### src/rtl/tlb_pkg.sv
// Shared types for the Sv39 TLB: entry layout, field widths and controller states.
package TlbPkg;

  localparam int VPN_W = 27;
  localparam int PPN_W = 44;

  typedef struct packed {
    logic             valid;
    logic [VPN_W-1:0] vpn;
    logic [PPN_W-1:0] ppn;
  } TLBEntry;

  typedef enum logic [1:0] {
    IDLE = 2'd0,
    WREQ = 2'd1,
    WAIT = 2'd2
  } tlb_state_t;

endpackage

### src/rtl/tlb_match.sv
// Combinational tag compare over all TLB entries plus first-free-slot search.
module tlb_match
  import TlbPkg::*;
#(
  parameter int ENTRIES = 8
) (
  input  logic                       clk_unused,
  input  TLBEntry                    entries [ENTRIES],
  input  logic [VPN_W-1:0]           vpn,
  output logic                       match,
  output logic [ENTRIES-1:0]         hit_onehot,
  output logic [$clog2(ENTRIES)-1:0] inv_idx,
  output logic                       any_invalid
);

  localparam int IDX_W = $clog2(ENTRIES);

  // Walk from the top so the lowest-index invalid entry is the one left in inv_idx.
  always_comb begin
    hit_onehot  = '0;
    inv_idx     = '0;
    any_invalid = 1'b0;
    for (int i = ENTRIES - 1; i >= 0; i--) begin
      if (entries[i].valid && (entries[i].vpn == vpn)) begin
        hit_onehot[i] = 1'b1;
      end
      if (!entries[i].valid) begin
        inv_idx     = IDX_W'(i);
        any_invalid = 1'b1;
      end
    end
    match = |hit_onehot;
  end

endmodule

### src/rtl/tlb.sv
// Sv39 fully associative TLB in front of the page-table walker, 4 KiB pages only.
// Optional performance counters are built when TLB_PERF_EN is defined.
module tlb
  import TlbPkg::*;
#(
  parameter int ADDR_WIDTH = 64,
  parameter int ENTRIES    = 8
) (
  input  logic                  clk,
  input  logic                  rstn,
  input  logic                  req,
  input  logic [ADDR_WIDTH-1:0] va,
  output logic                  ready,
  output logic                  done,
  output logic [ADDR_WIDTH-1:0] pa,
  output logic                  fault,
  input  logic                  flush,
  output logic                  walk_req,
  output logic [ADDR_WIDTH-1:0] walk_va,
  input  logic                  walk_finish,
  input  logic [ADDR_WIDTH-1:0] walk_pa,
  input  logic                  walk_hit
`ifdef TLB_PERF_EN
  ,
  output logic [63:0]           hit_cnt,
  output logic [63:0]           miss_cnt
`endif
);

  localparam int IDX_W = $clog2(ENTRIES);

  tlb_state_t       state;
  logic             flushed;
  logic [IDX_W-1:0] rr_ptr;
  logic [ENTRIES-1:0] valid;
  logic [VPN_W-1:0] vpn_arr [ENTRIES];
  logic [PPN_W-1:0] ppn_arr [ENTRIES];
  TLBEntry          entries [ENTRIES];

  logic               match;
  logic [ENTRIES-1:0] hit_onehot;
  logic [IDX_W-1:0]   inv_idx;
  logic               any_invalid;
  logic [PPN_W-1:0]   ppn_sel;
  logic [IDX_W-1:0]   victim;
  logic               accept;
  logic               hit;
  logic               miss;
  logic               fill_en;

  always_comb begin
    for (int i = 0; i < ENTRIES; i++) begin
      entries[i] = '{valid: valid[i], vpn: vpn_arr[i], ppn: ppn_arr[i]};
    end
  end

  tlb_match #(.ENTRIES(ENTRIES)) u_match (
    .clk_unused  (clk),
    .entries     (entries),
    .vpn         (va[38:12]),
    .match       (match),
    .hit_onehot  (hit_onehot),
    .inv_idx     (inv_idx),
    .any_invalid (any_invalid)
  );

  always_comb begin
    ppn_sel = '0;
    for (int i = 0; i < ENTRIES; i++) begin
      ppn_sel = ppn_sel | (ppn_arr[i] & {PPN_W{hit_onehot[i]}});
    end
  end

  assign ready    = (state == IDLE) & ~flush;
  assign accept   = req & ready;
  assign hit      = accept & match;
  assign miss     = accept & ~match;
  assign walk_req = (state == WREQ);
  // A flush in the finishing cycle also blocks the fill: the valid clear wins that edge.
  assign fill_en  = (state == WAIT) & walk_finish & walk_hit & ~flushed & ~flush;
  assign victim   = any_invalid ? inv_idx : rr_ptr;

  always_comb begin
    done  = 1'b0;
    pa    = '0;
    fault = 1'b0;
    if (hit) begin
      done = 1'b1;
      pa   = ADDR_WIDTH'({ppn_sel, va[11:0]});
    end else if ((state == WAIT) && walk_finish) begin
      done  = 1'b1;
      pa    = walk_pa;
      fault = ~walk_hit;
    end
  end

  always_ff @(posedge clk or negedge rstn) begin
    if (!rstn) begin
      state   <= IDLE;
      flushed <= 1'b0;
      walk_va <= '0;
    end else begin
      case (state)
        IDLE: begin
          if (miss) begin
            state   <= WREQ;
            walk_va <= va;
          end
        end
        WREQ: begin
          state <= WAIT;
          if (flush) flushed <= 1'b1;
        end
        WAIT: begin
          if (walk_finish) begin
            state   <= IDLE;
            flushed <= 1'b0;
          end else if (flush) begin
            flushed <= 1'b1;
          end
        end
        default: state <= IDLE;
      endcase
    end
  end

  always_ff @(posedge clk or negedge rstn) begin
    if (!rstn) begin
      valid  <= '0;
      rr_ptr <= '0;
    end else begin
      if (flush) begin
        valid <= '0;
      end else if (fill_en) begin
        valid[victim] <= 1'b1;
      end
      if (fill_en) rr_ptr <= rr_ptr + 1'b1;
    end
  end

  // Tag and PPN storage is qualified by valid, so it needs no reset.
  always_ff @(posedge clk) begin
    if (fill_en) begin
      vpn_arr[victim] <= walk_va[38:12];
      ppn_arr[victim] <= walk_pa[55:12];
    end
  end

`ifdef TLB_PERF_EN
  always_ff @(posedge clk or negedge rstn) begin
    if (!rstn) begin
      hit_cnt  <= '0;
      miss_cnt <= '0;
    end else begin
      if (hit)  hit_cnt  <= hit_cnt + 64'd1;
      if (miss) miss_cnt <= miss_cnt + 64'd1;
    end
  end
`endif

endmodule
### config.mk
export PLATFORM = sky130hd
export DESIGN_NAME = tlb
export DESIGN_NICKNAME = d
export VERILOG_FILES = /design/src/rtl/tlb_pkg.sv /design/src/rtl/tlb_match.sv /design/src/rtl/tlb.sv
export SDC_FILE = /design/constraint.sdc
export NUM_CORES = 1
export LEC_CHECK = 0
export CAP_MARGIN = 20
export CORE_AREA = 2 2 256 258
export CTS_CLUSTER_SIZE = 8
export DETAILED_ROUTE_END_ITERATION = 10
export DIE_AREA = 0 0 258 260
export PLACE_DENSITY = 0.69
export SYNTH_ARGS = -nofsm -noshare
export SYNTH_HDL_FRONTEND = slang
export SYNTH_HIERARCHICAL = 1
export SYNTH_SLANG_ARGS = --single-unit
### constraint.sdc
create_clock -name clk -period 9.2 [get_ports clk]
set_clock_uncertainty 0.1 [all_clocks]
set_input_delay 2.3 -clock clk [delete_from_list [all_inputs] [get_ports clk]]
set_output_delay 2.3 -clock clk [all_outputs]
set_load 0.02 [all_outputs]
==> flow_summary.ini <==
[global_routing]
antenna_found_initial = 6
grt_overflow = 0
use_met3_pct = 3.86
grt_first_pass_wirelength_um = 100000
grt_pass1_vias = 15500
top_usage_layer = met2
grt_max_degree = 65
use_met2_pct = 33.4
grt_util_met1_pct = 26.8
grt.total_usage_pct = 20.3

[worst_setup_path]
worstSetupStartpointType = input port
worst-path-buf-inv = 2
slowest_stage = clkdlybuf4s50_1
end_kind = primary output
rr_worst_depth = 9
worstSetupPathType = input port to primary output
required_ns = 6.80
ff2ff_setup_slack_ns = 5.42
cp_common_cell = clkdlybuf4s50_1
cp_top_family = simple AND/OR/NAND/NOR gates
arrival_ns = 6.57
cp_cell_sequence = clkdlybuf4s50_1 -> xnor2_1 -> nand4_1 -> or4_1 -> nor4_4 -> nor4_1 -> nand2_1 -> and4b_2 -> nor2_8 -> a22o_1 -> clkdlybuf4s50_1
rr_endpoint = walk_va[21]
worstPathMaxFanout = 52
r2r_start = vpn_arr[3][25]
cpPeakStageDelay_ns = 0.87

[clock_network]
clk_latency_ns = 0.64
clock_sinks = 646
cts_root_buffer = clkbuf_16
cts_resized = 0
numCtsBuffers = 90
cts_max_path_buffers = 3
h-tree-depth = 3
cts_hold_buf = 0
cts_tree = done
clk_pin_slew_ns = 0.05
cts_setup_buffers = 0

[floorplanning]
ios = 266
fp.coreArea_um2 = 64100
chipHeight_um = 260
die_area_um2 = 67100
initial_core_util_pct = 39.9
die_x_um = 258
num_rows = 93

[synth]
synth.area.top_cells = edfxtp_1 (67%), dfrtp_1 (7.6%), xnor2_1 (6.8%), a22oi_1 (5.2%), nand4_1 (2.3%)
netlist.area_leader.share_pct = 66.7
synth_edf_count = 568
synthArstFlopShare_pct = 12.1
ys_seq_area_share_pct = 74.3
ys_seq_elements = 646
yosysTopAreaCell = edfxtp_1
synth_area_um2 = 25600
synth_cell_type_count = 44
synthFlopType = edfxtp_1
postSynthAreaPerCell_um2 = 17.2
synth.net_count = 1622
syn_inst = 1483
yosysWarnings = 6

[timing]
setup_tns_ns = 0
slew_headroom_pct = 37.6
worst_slew_pin_slew_ns = 0.933
min_period_over_period_pct = 97.5
rsz0062_at_grt = no
setup_viol = 0
hold_viol_final = 0
timing.final.crit_period_ns = 8.97
finalMaxSlewViolations = 0
fmax_ghz = 0.111

[placed_design]
io_buffers = 265
gp_congestion = 0.818
postPlaceCellArea_um2 = 29200
detailed_place_hpwl_um = 39900

[layout]
area_growth_pct = 24.2
fin_area_um2 = 31800
fillerInstances = 5165
num-nets-final = 1927
drive_gt1_share_pct = 12.2

[detailed_routing]
drt_iter0_drc = 1177
dr.pass1.iters = 5
ant_nets = 0
vias = 14700
viasPerCell = 5.46
finalWirelength_um = 68100
route.detailed.drc = 0
avgRoutedWirePerCell_um = 25.2

[min_path]
hold_class = register to register
hold_start = walk_va[42]
min_path_cells = 1
hold_path_end = walk_va[42]

[job]
max-cap-violations = 0

[power_and_ir_drop]
power_w = 0.00793
p_leak_nw = 10.2
power.density_nw_per_um2 = 250
irDropWorstVdd_mv = 0.186

[status]
outcome = finished, final reports clean
[metrics by stage]
stage | hold WS, ns | cells | setup slack [ns] | utilization [%]
floorplan | 0.368 | 1483 | 2.35 | -
global placement | 0.368 | 2551 | 0.323 | 45.5
detailed placement | 0.388 | 2551 | 0.267 | 45.5
CTS | 0.400 | 2701 | 0.230 | 49.6
global route | 0.423 | 2701 | 0.0445 | 49.6
finish | 0.395 | 2703 | 0.226 | 49.6
[final cells by class]
cell class / instances / area, um^2 / share of cell area (%)
Timing Repair Buffer: 304 / 2980 / 9.38
Tap cell: 855 / 1070 / 3.37
Antenna cell: 2 / 5.00 / 0.0157
Inverter: 13 / 48.8 / 0.154
Clock buffer: 144 / 2480 / 7.79
Clock inverter: 6 / 121 / 0.382
Sequential cell: 646 / 19000 / 59.8
Multi-Input combinational cell: 733 / 6070 / 19.1
[cells in the mapped netlist, types with 5 or more instances]
cell / number
mux2_4: 30
nor4_1: 6
nand4_1: 95
dfrtp_1: 78
buf_2: 9
nor2_1: 13
a22oi_1: 176
inv_1: 13
mux2_1: 6
xor2_1: 16
xnor2_1: 200
edfxtp_1: 568
buf_4: 9
ha_1: 5
and2_1: 10
or4_1: 7
nor4_2: 8
nand2_1: 35
o22ai_1: 7
o21ai_0: 12
a22o_1: 44
clkbuf_1: 46
buf_6: 27
mux2_2: 31
[state kept, by name (all words and copies together), names as in the netlist]
register	flops
flushed	1
state	2
valid	8
ppn_arr	352
walk_va	64
rr_ptr	3
vpn_arr	216
[report_power, final]
part	switching, W	internal, W
logic	0.000537	0.000582
registers	0.000289	0.00350
clock network	0.00120	0.00183
[worst max-delay path by stage]
stage | slack [ns] | from | endpoint | depth (start not counted)
CTS | 0.23 | va[22] | pa[44] | 11
detailed placement | 0.27 | va[22] | pa[18] | 11
global placement | 0.32 | va[22] | pa[9] | 12
global route | 0.04 | va[22] | pa[24] | 11
finish | 0.23 | va[22] | pa[27] | 11
floorplan | 2.35 | va[36] | pa[16] | 11
[routing by layer]
layer | vias up | routed length [um]
met3 | 97 | 4820
li1 | 6420 | -
met1 | 7606 | 28600
met4 | 8 | 1670
met5 | - | 36
met2 | 618 | 33000
[cell families (layout without fill, tap and decap cells)]
logic type      after synthesis  after routing  share of synthesized area, %
buf+inv                     104            467                          2.49
compound gates              250            250                          7.38
fa+ha+maj                     5              5                         0.245
xor+xnor                    218            218                          7.52
flops                       646            646                          74.3
mux                          68             68                          3.43
other cells                   0              2                             0
simple gates                192            192                          4.63
[layout by cell type, fill, tap and decap left out, drive strengths merged, types with 3 or more instances in the layout]
cell type      count
ha                 5
and2              10
clkinv             4
a22o              44
mux2              67
nor4              14
nor2              14
nand4             97
o22ai              8
o21ai             13
inv               15
a31oi              3
dfrtp             78
xnor2            202
nor3               3
or4                7
nand2             35
a21oi              4
clkdlybuf4s50    264
xor2              16
a22oi            176
edfxtp           568
clkbuf           144
buf               40
Power figures use the tool's default switching activity.
